<file path="src/rtl/batcher_sort_pipe.sv">
// Pipelined Batcher odd-even merge sorter, one registered stage per layer.
// Ports: in_* valid/ready/mode/data upstream, out_* valid/ready/mode/data downstream.
module batcher_sort_pipe #(
  parameter int NUM_ELEMS  = 8,
  parameter int ELEM_WIDTH = 4
) (
  input  logic                            clk,
  input  logic                            rst_n,
  input  logic                            in_valid,
  output logic                            in_ready,
  input  logic                            in_descending,
  input  logic [NUM_ELEMS*ELEM_WIDTH-1:0] in_flattenedData,
  output logic                            out_valid,
  input  logic                            out_ready,
  output logic                            out_descending,
  output logic [NUM_ELEMS*ELEM_WIDTH-1:0] out_flattenedData
);

  localparam int LOG2_ELEMS = $clog2(NUM_ELEMS);
  localparam int NUM_STAGES = LOG2_ELEMS * (LOG2_ELEMS + 1) / 2;
  localparam int DW         = NUM_ELEMS * ELEM_WIDTH;
  localparam int W          = ELEM_WIDTH;

  if (NUM_ELEMS < 2 || (NUM_ELEMS & (NUM_ELEMS - 1)) != 0) begin : g_bad_elems
    $error("NUM_ELEMS must be a power of two >= 2");
  end
  if (ELEM_WIDTH < 1 || ELEM_WIDTH > 32) begin : g_bad_width
    $error("ELEM_WIDTH must be in 1..32");
  end

  // True when index a is the low side of a compare-exchange in the
  // layer with merge block size p and comparator distance k.
  function automatic bit is_lo(input int p, input int k, input int a);
    int base;
    base = k % p;
    if (a < base) return 1'b0;
    if (((a - base) % (2 * k)) >= k) return 1'b0;
    if (a + k >= NUM_ELEMS) return 1'b0;
    return (a / (2 * p)) == ((a + k) / (2 * p));
  endfunction

  logic                  adv;
  logic [DW-1:0]         data_q [NUM_STAGES];
  logic [DW-1:0]         data_d [NUM_STAGES];
  logic [NUM_STAGES-1:0] vld_q;
  logic [NUM_STAGES-1:0] desc_q;
  logic [NUM_STAGES-1:0] vld_d;
  logic [NUM_STAGES-1:0] desc_d;

  assign adv      = !out_valid || out_ready;
  assign in_ready = adv;

  for (genvar lp = 0; lp < LOG2_ELEMS; lp++) begin : g_lvl
    for (genvar lk = 0; lk <= lp; lk++) begin : g_lyr
      localparam int S = lp * (lp + 1) / 2 + lk;
      localparam int P = 1 << lp;
      localparam int K = 1 << (lp - lk);

      logic [DW-1:0] cur;
      logic [DW-1:0] nxt;
      logic          cur_desc;
      logic          cur_vld;

      if (S == 0) begin : g_head
        assign cur      = in_flattenedData;
        assign cur_desc = in_descending;
        assign cur_vld  = in_valid && in_ready;
      end else begin : g_link
        assign cur      = data_q[S-1];
        assign cur_desc = desc_q[S-1];
        assign cur_vld  = vld_q[S-1];
      end

      for (genvar e = 0; e < NUM_ELEMS; e++) begin : g_el
        localparam bit LO = is_lo(P, K, e);
        localparam bit HI = is_lo(P, K, e - K);
        if (LO) begin : g_lo
          logic [W-1:0] x, y;
          logic         sw;
          assign x  = cur[W*e +: W];
          assign y  = cur[W*(e+K) +: W];
          assign sw = cur_desc ? (x < y) : (x > y);
          assign nxt[W*e +: W] = sw ? y : x;
        end else if (HI) begin : g_hi
          logic [W-1:0] x, y;
          logic         sw;
          assign x  = cur[W*(e-K) +: W];
          assign y  = cur[W*e +: W];
          assign sw = cur_desc ? (x < y) : (x > y);
          assign nxt[W*e +: W] = sw ? x : y;
        end else begin : g_pass
          assign nxt[W*e +: W] = cur[W*e +: W];
        end
      end

      assign data_d[S] = nxt;
      assign desc_d[S] = cur_desc;
      assign vld_d[S]  = cur_vld;
    end
  end

  always_ff @(posedge clk or negedge rst_n) begin
    if (!rst_n) begin
      for (int s = 0; s < NUM_STAGES; s++) data_q[s] <= '0;
      vld_q  <= '0;
      desc_q <= '0;
    end else if (adv) begin
      for (int s = 0; s < NUM_STAGES; s++) data_q[s] <= data_d[s];
      vld_q  <= vld_d;
      desc_q <= desc_d;
    end
  end

  assign out_valid         = vld_q[NUM_STAGES-1];
  assign out_descending    = desc_q[NUM_STAGES-1];
  assign out_flattenedData = data_q[NUM_STAGES-1];

endmodule

</file>
<file path="config.mk">
export PLATFORM = sky130hd
export DESIGN_NAME = batcher_sort_pipe
export DESIGN_NICKNAME = d
export VERILOG_FILES = /design/src/rtl/batcher_sort_pipe.sv
export SDC_FILE = /design/constraint.sdc
export NUM_CORES = 1
export LEC_CHECK = 0
export ABC_AREA = 1
export BUFFER_PORTS_ARGS = -buffer_cell sky130_fd_sc_hd__buf_2
export CAP_MARGIN = 20
export CORE_UTILIZATION = 30
export DETAILED_ROUTE_END_ITERATION = 6
export GPL_ROUTABILITY_DRIVEN = 0
export PLACE_DENSITY_LB_ADDON = 0.1
export RECOVER_POWER = 25
export SYNTH_ARGS = -nofsm -noshare
export SYNTH_HDL_FRONTEND = slang
export SYNTH_SLANG_ARGS = --single-unit
</file>
<file path="constraint.sdc">
create_clock -name clk -period 2.2 [get_ports clk]
set_input_delay 0.22 -clock clk [delete_from_list [all_inputs] [get_ports clk]]
set_output_delay 0.22 -clock clk [all_outputs]
set_load 0.01 [all_outputs]
</file>
==> run_results.csv <==
group,metric,value,unit
floorplanning,die_area,40700,µm²
setup_path,cp-start-kind,"flop",
drt,wirelength,28800,µm
synth,synth_area,12000,µm²
setup_path,crit_type,"reg2out",
final_layout,multi_input_area,5800,µm²
final_layout,fin_nets,1836,
clocking,cts_buffer_depth,3,
sta,drv_slew,0,
synth,synth-seq-cells,204,
power,power_density,1750,nW/µm²
setup_path,worst_ep_required_time,1980,ps
final_layout,drive_above_1_share,10.9,%
setup_path,cp_max_fo,65,
synth,yosysTopAreaCell,"dfrtp_1",
drt,firstDrtPassIters,5,
final_layout,antenna_cells,0,
placed_design,place_hpwl,20600,µm
synth,synthTopCellsByArea,"dfrtp_1 (43%), nand2_1 (21%), nand3_1 (13%)",
grt,grt_pass1_vias,9870,
power,power,24.2,mW
synth,yosysMostFrequentCell,"nand2_1",
power,p_sw_share,46.1,%
grt,grt_max_degree,181,
sta,setup_violations,0,
drt,wl_per_cell,12.7,µm
clocking,clkSlewWorstSetupHoldPaths,60,ps
sta,layout_setup_ws,302,ps
clocking,cts_tree,"done",
grt,antenna_found_initial,0,
clocking,cts_sinks,204,
final_layout,seq_area,5100,µm²
setup_path,crit_buf_inv,3,
clocking,post_cts_buffers,0,
grt,track_usage,14.5,%
setup_path,slowest_stage,"inv_6",
min_path,worst_hold_path_type,"in2reg",
run_status,status,"finished clean",
grt,grt.overflow.total,0,
floorplanning,fp.dieW,202,µm
sta,layout_min_cycle_time,1900,ps
power,power.leakage,7.73,nW
power,switchingPower,11.2,mW
sta,fin_setup_tns,0,ps
sta,hold_ws,32.6,ps
synth,synth_edf_count,0,
setup_path,path_cells,"inv_1 > nor2_4 > inv_6 > buf_2",
synth,yosys_warnings,0,
clocking,root_buffer,"clkbuf_16",
synth,async_reset_ff_share,100,%
floorplanning,core,39000,µm²
drt,viasPerCell,4.51,
final_layout,area_delta_synth_final,15.5,%
clocking,cts_buffers,25,
synth,seq_area_frac_synth,42.7,%
job,max-cap-violations,0,
power,peakVddDrop,0.727,mV
floorplanning,ioPinCount,72,
setup_path,cp_top_family,"buffers and inverters",
sta,max_freq,527,MHz
power,pwr-share-comb,52.6,%
sta,worstMarginPinSlew,1260,ps
sta,fin_crit_sh,86.3,%
drt,vias,10200,
sta,rsz0062_at_grt,"no",
synth,synth_fp_nets,1771,
placed_design,port_buffers,71,
drt,drc,0,
drt,dr.first_iter.drc_count,448,
sta,hold_viol,0,
synth,ys.flop_type,"dfrtp_1",
floorplanning,num_rows,72,
synth,synth_common_cells,"nand2_1 (667), nand3_1 (304), inv_1 (212), dfrtp_1 (204), ha_1 (76)",
synth,synth_top_area_share,42.7,%
sta,relSlewSlack,16.1,%
setup_path,cpPeakStageDelay,390,ps
setup_path,arrival,1680,ps
drt,antenna_left,0,
sta,fin_skew,12.0,ps
grt,grt_pass1_wl,49200,µm
clocking,clk-insertion-delay-late,520,ps
setup_path,end_kind,"primary output",
synth,synth.distinct_cells,18,
synth,avgSynthCellArea,7.22,µm²
placed_design,pre_cts_slack,458,ps
power,p_int,13.1,mW
clocking,htreeDepth,1,
final_layout,nFillCells,4205,
floorplanning,start_util,30.7,%
power,pwr-share-clk,18.4,%
power,seqPwrFrac,29.0,%
floorplanning,fp.dieH,202,µm
synth,syn_inst,1658,
cells in the final DEF (no fill, tap or decap):
cell	synthesis	layout
nand3_2	19	19
clkbuf_8	0	5
inv_6	0	1
buf_2	31	70
nand2_1	667	667
nand2_2	38	38
buf_12	0	6
nor2_1	38	38
nand3_1	304	304
clkbuf_4	0	2
clkbuf_16	0	25
o21ai_0	2	2
a21oi_1	19	19
clkbuf_2	2	1
buf_4	9	7
bufinv_16	0	5
clkinvlp_4	0	2
dfrtp_1	204	204
clkbuf_1	8	2
nor2_4	1	1
or2_2	1	1
o21ai_1	26	26
inv_1	212	212
dlygate4sd3_1	0	2
clkinv_2	0	6
ha_1	76	76
area by class of cell:
| class | count | share of cell area, % |
|---|---|---|
| clock buffers | 32 | 5.08 |
| clock inverters | 13 | 1.41 |
| inverters | 213 | 5.82 |
| multi-input cells | 1191 | 42.0 |
| flip-flops and latches | 204 | 36.9 |
| well taps | 518 | 4.69 |
| repair buffers | 88 | 4.07 |
final timing paths:
check                      slack [ps]  depth (start not counted)                   endpoint                      start
hold / removal                     30                          5  g_lvl[1].g_lyr[0].cur[25]       in_flattenedData[29]
max in group asynchronous         500                          3   g_lvl[2].g_lyr[1].cur[6]                      rst_n
min in group asynchronous         520                          2       out_flattenedData[7]                      rst_n
setup reg to reg                  410                          7  g_lvl[2].g_lyr[2].cur[13]  g_lvl[2].g_lyr[1].cur[15]
setup / recovery                  300                          4                   in_ready                   vld_q[5]
hold reg to reg                   470                          2   g_lvl[2].g_lyr[2].cur[3]   g_lvl[2].g_lyr[1].cur[3]
kinds of logic (layout without fill, tap and decap cells):
family / Yosys count / in the layout / share of synthesized area (%)
AOI/OAI and AO/OA: 47 / 47 / 1.97
adders and majority gates: 76 / 76 / 7.95
buffers and inverters: 263 / 346 / 8.88
DFF: 204 / 204 / 42.7
and+or+nand+nor: 1068 / 1068 / 38.6
what timing repair did:
item / CTS / global route
gates resized for setup: 0 / 0
hold buffers: 2 / 0
hold endpoints to repair: 44 / 0
power groups by stage:
stage | logic [mW] | registers (mW) | clock network (mW)
3_5_place_dp | 12.9 | 7.13 | 0
6_report | 12.7 | 7.01 | 4.47
4_1_cts | 13.0 | 7.08 | 4.63
3_3_place_gp | 12.8 | 7.09 | 0
5_1_grt | 15.0 | 7.30 | 4.76
2_1_floorplan | 9.99 | 6.75 | 0
tightest hold or removal path: stages:
cell and delay (ps):
buf_2 80, inv_1 50, nand2_1 60, nand3_1 60
nand2_1 50
stage by stage:
stage,area [µm²],std cells,utilization [%]
2_1_floorplan,12000,1658,-
3_3_place_gp,12900,2212,33.2
3_5_place_dp,12900,2212,33.2
4_1_cts,13900,2259,35.5
5_1_grt,13800,2259,35.4
6_report,13800,2259,35.4
state kept, by name, summed over array words and instances (netlist names):
| register | cells |
|---|---|
| out_flattenedData | 32 |
| g_lvl.g_lyr.cur | 160 |
| vld_q | 6 |
| desc_q | 6 |
metal layers:
metal  global-route usage [%]  vias up  wire length, µm
li1                         -     5361                -
met1                     19.1     4667            14000
met2                     25.1      124            13500
met3                     1.60       35              618
met4                     3.54        0              592
met5                        0        -                0
(Power assumes the default switching activity.)
